File: config.mk
export PLATFORM = sky130hd
export DESIGN_NAME = traffic_phase_controller
export DESIGN_NICKNAME = d
export VERILOG_FILES = /design/src/rtl/tlc_pkg.sv /design/src/rtl/tlc_rr_arbiter.sv /design/src/rtl/traffic_phase_controller.sv
export SDC_FILE = /design/constraint.sdc
export NUM_CORES = 1
export LEC_CHECK = 0
export CORE_ASPECT_RATIO = 0.5
export CORE_MARGIN = 5
export CORE_UTILIZATION = 35
export CTS_CLUSTER_SIZE = 16
export DETAILED_ROUTE_END_ITERATION = 7
export GPL_ROUTABILITY_DRIVEN = 0
export PLACE_DENSITY = 0.54
export SLEW_MARGIN = 20
export SYNTH_ARGS = -nofsm -noshare
export SYNTH_HDL_FRONTEND = slang
export SYNTH_SLANG_ARGS = --single-unit
File: constraint.sdc
create_clock -name clk -period 3.7 [get_ports clk]
set_input_delay 0.925 -clock clk [delete_from_list [all_inputs] [get_ports clk]]
set_output_delay 0.925 -clock clk [all_outputs]
set_load 0.02 [all_outputs]
File: src/rtl/tlc_pkg.sv
// Shared lamp codes and controller state encoding (the state value doubles as the phase output).
// Optional maintenance flash is built when TLC_FLASH_EN is defined.
package tlc_pkg;

    localparam logic [2:0] LAMP_OFF    = 3'b000;
    localparam logic [2:0] LAMP_RED    = 3'b001;
    localparam logic [2:0] LAMP_YELLOW = 3'b010;
    localparam logic [2:0] LAMP_GREEN  = 3'b100;

    typedef enum logic [2:0] {
        ST_ALL_RED = 3'd0,
        ST_GREEN   = 3'd1,
        ST_YELLOW  = 3'd2,
        ST_WALK    = 3'd3,
        ST_FLASH   = 3'd4
    } tlc_state_e;

endpackage

File: src/rtl/tlc_rr_arbiter.sv
// Combinational round-robin picker: first set request strictly after last_i, wrapping modulo N.
// Used by the controller at the all-red decision point.
module tlc_rr_arbiter #(
    parameter int N  = 2,
    parameter int AW = 1
) (
    input  logic [N-1:0]  req_i,
    input  logic [AW-1:0] last_i,
    output logic          grant_valid_o,
    output logic [AW-1:0] grant_idx_o
);

    logic [N-1:0] rot;

    always_comb begin
        // rot[j] is the request of approach (last_i + 1 + j) mod N
        rot           = N'({req_i, req_i} >> (32'(last_i) + 1));
        grant_valid_o = |rot;
        grant_idx_o   = '0;
        for (int j = N - 1; j >= 0; j--) begin
            if (rot[j]) begin
                grant_idx_o = AW'((32'(last_i) + 1 + j) % N);
            end
        end
    end

endmodule

File: src/rtl/traffic_phase_controller.sv
// N-approach traffic sequencer: round-robin greens, latched pedestrian walk, all-red clearance.
// Define TLC_FLASH_EN to add the flash_req input and the maintenance FLASH state.
module traffic_phase_controller
    import tlc_pkg::*;
#(
    parameter int N_APPR      = 2,
    parameter int GREEN_MIN   = 8,
    parameter int YELLOW_TIME = 3,
    parameter int ALLRED_TIME = 2,
    parameter int PED_TIME    = 6,
    parameter int FLASH_HALF  = 4,
    parameter int CNT_W       = 8,
    localparam int AW         = (N_APPR > 1) ? $clog2(N_APPR) : 1
) (
    input  logic                  clk,
    input  logic                  reset,
    input  logic [N_APPR-1:0]     car_sensor,
    input  logic                  pedestrian_button,
`ifdef TLC_FLASH_EN
    input  logic                  flash_req,
`endif
    output logic [3*N_APPR-1:0]   lights,
    output logic                  walk,
    output logic [2:0]            phase,
    output logic [AW-1:0]         active_appr
);

    tlc_state_e          state_q, state_d;
    logic [CNT_W-1:0]    timer_q, timer_d;
    logic [AW-1:0]       appr_q, appr_d;
    logic [N_APPR-1:0]   car_req_q, car_req_d;
    logic                ped_q, ped_d;
    logic [3*N_APPR-1:0] lights_q, lights_d;
    logic                walk_q, walk_d;
    logic                gnt_valid;
    logic [AW-1:0]       gnt_idx;
    logic [N_APPR-1:0]   other_req;
`ifdef TLC_FLASH_EN
    logic                flash_on_q, flash_on_d;
`endif

    tlc_rr_arbiter #(.N(N_APPR), .AW(AW)) u_arb (
        .req_i         (car_req_q),
        .last_i        (appr_q),
        .grant_valid_o (gnt_valid),
        .grant_idx_o   (gnt_idx)
    );

    assign other_req = car_req_q & ~(N_APPR'(1) << appr_q);

    always_comb begin
        state_d = state_q;
        appr_d  = appr_q;
        case (state_q)
            ST_ALL_RED: begin
                // >= rather than == so an idle rest keeps re-evaluating demand every cycle
                if (timer_q >= CNT_W'(ALLRED_TIME - 1)) begin
`ifdef TLC_FLASH_EN
                    if (flash_req) state_d = ST_FLASH;
                    else
`endif
                    if (ped_q) state_d = ST_WALK;
                    else if (gnt_valid) begin
                        state_d = ST_GREEN;
                        appr_d  = gnt_idx;
                    end
                end
            end
            ST_GREEN: begin
                if (timer_q >= CNT_W'(GREEN_MIN - 1) && ((|other_req) || ped_q)) state_d = ST_YELLOW;
            end
            ST_YELLOW: begin
                if (timer_q == CNT_W'(YELLOW_TIME - 1)) state_d = ST_ALL_RED;
            end
            ST_WALK: begin
                if (timer_q == CNT_W'(PED_TIME - 1)) state_d = ST_ALL_RED;
            end
`ifdef TLC_FLASH_EN
            ST_FLASH: begin
                if (!flash_req) state_d = ST_ALL_RED;
            end
`endif
            default: state_d = ST_ALL_RED;
        endcase

        if (state_d != state_q) timer_d = '0;
`ifdef TLC_FLASH_EN
        // The flash timer restarts each half period so the toggle never stalls on saturation
        else if (state_q == ST_FLASH && timer_q == CNT_W'(FLASH_HALF - 1)) timer_d = '0;
`endif
        else if (timer_q != '1) timer_d = timer_q + 1'b1;
        else timer_d = timer_q;

`ifdef TLC_FLASH_EN
        flash_on_d = 1'b0;
        if (state_d == ST_FLASH) begin
            if (state_q != ST_FLASH) flash_on_d = 1'b1;
            else if (timer_q == CNT_W'(FLASH_HALF - 1)) flash_on_d = ~flash_on_q;
            else flash_on_d = flash_on_q;
        end
`endif

        // Clear on entry is applied first so a sensor/button still active on that edge re-latches
        car_req_d = car_req_q;
        if (state_d == ST_GREEN && state_q != ST_GREEN) car_req_d[appr_d] = 1'b0;
        car_req_d = car_req_d | car_sensor;

        ped_d = ped_q;
        if (state_d == ST_WALK && state_q != ST_WALK) ped_d = 1'b0;
        if (pedestrian_button && state_q != ST_WALK) ped_d = 1'b1;

        walk_d   = (state_d == ST_WALK);
        lights_d = '0;
        for (int i = 0; i < N_APPR; i++) begin
            lights_d[3*i +: 3] = LAMP_RED;
            if (appr_d == AW'(i) && state_d == ST_GREEN)  lights_d[3*i +: 3] = LAMP_GREEN;
            if (appr_d == AW'(i) && state_d == ST_YELLOW) lights_d[3*i +: 3] = LAMP_YELLOW;
`ifdef TLC_FLASH_EN
            if (state_d == ST_FLASH) lights_d[3*i +: 3] = flash_on_d ? LAMP_YELLOW : LAMP_OFF;
`endif
        end
    end

    always_ff @(posedge clk or posedge reset) begin
        if (reset) begin
            state_q    <= ST_ALL_RED;
            timer_q    <= '0;
            appr_q     <= AW'(N_APPR - 1);
            car_req_q  <= '0;
            ped_q      <= 1'b0;
            lights_q   <= {N_APPR{LAMP_RED}};
            walk_q     <= 1'b0;
`ifdef TLC_FLASH_EN
            flash_on_q <= 1'b0;
`endif
        end else begin
            state_q    <= state_d;
            timer_q    <= timer_d;
            appr_q     <= appr_d;
            car_req_q  <= car_req_d;
            ped_q      <= ped_d;
            lights_q   <= lights_d;
            walk_q     <= walk_d;
`ifdef TLC_FLASH_EN
            flash_on_q <= flash_on_d;
`endif
        end
    end

    assign lights      = lights_q;
    assign walk        = walk_q;
    assign phase       = state_q;
    assign active_appr = appr_q;

endmodule
==> flow_summary.toml <==
[status]
status = "finished clean"

[worst_setup_path]
critPathMaxFanout = 8
critPathTopFamily = "buffers and inverters"
worst_setup_path_start_kind = "register"
rr_startpoint = "timer_q[0]"
cpPeakStageDelay_ns = 0.66
worstSetupPathDepth = 1
crit_path_top_delay_cell = "clkdlybuf4s50_1"
critPathBufInv = 1
critPathRequiredTime_ns = 2.77
startpoint = "phase[0]"
cp.arrival_ns = 1.44
reg2reg_depth = 7
worstSetupPathType = "reg -> out"
path_cells = "clkdlybuf4s50_1"
endpoint_kind = "output port"

[clock_network]
clk_pin_slew_ns = 0.08
htreeDepth = 1
cts_tree = "done"
cts_buffers = 3
clk_latency_ns = 0.26
ctsResizeCount = 0
ctsHoldBuffers = 0
postCtsSetupBuffers = 0
cts_buffer_depth = 2
clockRootBuffer = "clkbuf_8"
clock-sinks = 22

[power_and_ir_drop]
ir_drop_mv = 0.288
power_uw = 1050
seqPwrFrac_pct = 35.6
intPower_uw = 651
clockPowerShare_pct = 21.4
p_sw_share_pct = 37.8
power_frac_comb_pct = 43.0
power.density_mw_per_mm2 = 691
power.net_switching_uw = 395
power_leakage_uw = 0.000628

[floorplanning]
start_util_pct = 36.3
core_mm2 = 0.00343
rows = 15
die_w_um = 94.4
die-area_mm2 = 0.00493
num_io_pins = 16
die_h_um = 52.2

[sta]
finalWorstPathRequiredPeriod_ns = 2.37
hold_viol = 0
rsz0062_at_grt = "false"
hold_slack_ns = 0.515
max_clock_freq_ghz = 0.422
period_share_pct = 64.1
max_slew_margin_pct = 45.1
fin_setup_tns_ns = 0
worst_pin_slew_ns = 0.823
drv_slew = 0
setup_viol = 0
finClkSkew_ns = 0.00433

[route]
wl_mm = 2.43
first_pass_iters = 4
wire_per_inst_um = 12.7
first_iter_violations = 33
drc = 0
drt.antenna.violating_nets = 0
vias = 948
avgViaCountPerCell = 4.94

[yosys]
ys.flop_type = "dfrtp_1"
netlist_instances = 125
ys_types = 45
synth.avg_cell_area_um2 = 9.98
synth_area_leader_cell = "dfrtp_1"
synth_edf_count = 0
netlist_top_cells_count = "dfrtp_1 (19), nor2_1 (11), nand2_1 (10)"
synth.area.top_cells = "dfrtp_1 (38%), dfstp_2 (6.3%), a211oi_2 (4.0%), ha_1 (4.0%), nor2_1 (3.3%)"
yosys_warnings = 0
syn_area_mm2 = 0.00125
yosysMostFrequentCell = "dfrtp_1"
yosysTopAreaCellShare_pct = 38.1
synth_seq_cells = 22
ys_seq_area_share_pct = 44.4
syn_nets = 134
ys_async_sr_fraction_pct = 100

[placement]
hpwl_mm = 1.85
portBuffers = 15

[finish]
diodes = 0
nFillCells = 336
area_growth_pct = 21.4
nets = 151
drive_gt1_share_pct = 16.3

[grt]
grt_pass1_vias = 918
grt_pass1_wl_mm = 4.27
grt_usage_pct = 11.1
antenna_found_initial = 0
grt_max_degree = 23
grt.overflow.total = 0

[hold_path]
hp-start = "car_req_q[0]"
whs_path_depth = 1
hp-class = "reg -> reg"

[run]
drv_cap = 0
cells by family after synthesis:
logic type / count (synthesis) / share of synthesized area [%]
xor gates and xnor gates: 1 / 0.702
and+or+nand+nor: 57 / 26.2
buffers and inverters: 11 / 3.91
DFF: 22 / 44.4
adders and majority gates: 4 / 4.01
AOI/OAI and AO/OA: 28 / 19.7
muxes: 1 / 0.802
other: 1 / 0.301
metrics by stage:
| stage | utilization [%] | area (um2) | setup WS (ns) | cells |
|---|---|---|---|---|
| after detailed placement | 42.0 | 1440 | 1.46 | 188 |
| after floorplan | - | 1250 | 1.68 | 125 |
| after CTS | 44.1 | 1510 | 1.32 | 192 |
| after global placement | 42.0 | 1440 | 1.43 | 188 |
| final | 44.1 | 1510 | 1.33 | 192 |
| after global routing | 44.1 | 1510 | 1.27 | 192 |
worst paths after layout:
check / to / slack, ns
min in group asynchronous: phase[0] / 1.12
setup / recovery: phase[0] / 1.33
max in group asynchronous: phase[1] / 2.07
setup reg to reg: car_req_q[1] / 1.45
hold reg to reg: car_req_q[0] / 0.52
hold / removal: car_req_q[0] / 0.52
area by class of cell:
| cell class | instances | area, um2 | share of cell area [%] |
|---|---|---|---|
| clock buffers | 3 | 41.3 | 2.73 |
| well taps | 51 | 63.8 | 4.21 |
| flip-flops and latches | 22 | 554 | 36.6 |
| repair buffers | 15 | 150 | 9.92 |
| inverters | 8 | 30.0 | 1.98 |
| multi-input cells | 92 | 644 | 42.6 |
| clock inverters | 1 | 30.0 | 1.98 |
routing by layer:
metal | up-vias | part of all wire, % | GRT usage, % | wire, um
met5 | - | 0 | 0 | 0
met1 | 441 | 54 | 15.8 | 1320
met3 | 2 | 2.6 | 3.01 | 64
met2 | 22 | 42 | 16.4 | 1020
met4 | 0 | 1.0 | 2.88 | 25
li1 | 483 | - | - | -
power groups by stage:
stage               Combinational [uW]  Sequential [uW]  Clock, uW
global placement                   457              377          0
finish                             450              373        224
global route                       499              383        244
floorplan                          255              417          0
CTS                                454              373        231
detailed placement                 450              378          0
sequential cells by signal (all words and copies together) (netlist names):
register     cells
active_appr      1
phase            3
car_req_q        2
ped_q            1
lights           6
walk             1
timer_q          8
layout by cell type (no fill, tap or decap), types with 2 or more instances in the layout:
master and instances:
a211oi_2 4, a21oi_1 4, a31oi_1 3, and2_1 5, and3_1 2, clkbuf_8 3, clkdlybuf4s50_1 15, dfrtp_1 19
dfstp_2 3, ha_1 4, inv_1 8, nand2_1 10, nand2b_1 3, nand3_1 6, nor2_1 11, nor3_1 4
nor3_2 3, nor4_1 2, o211ai_1 2, o21ai_0 3, o41ai_1 2
Note: power is estimated with default switching activity, not from simulation.
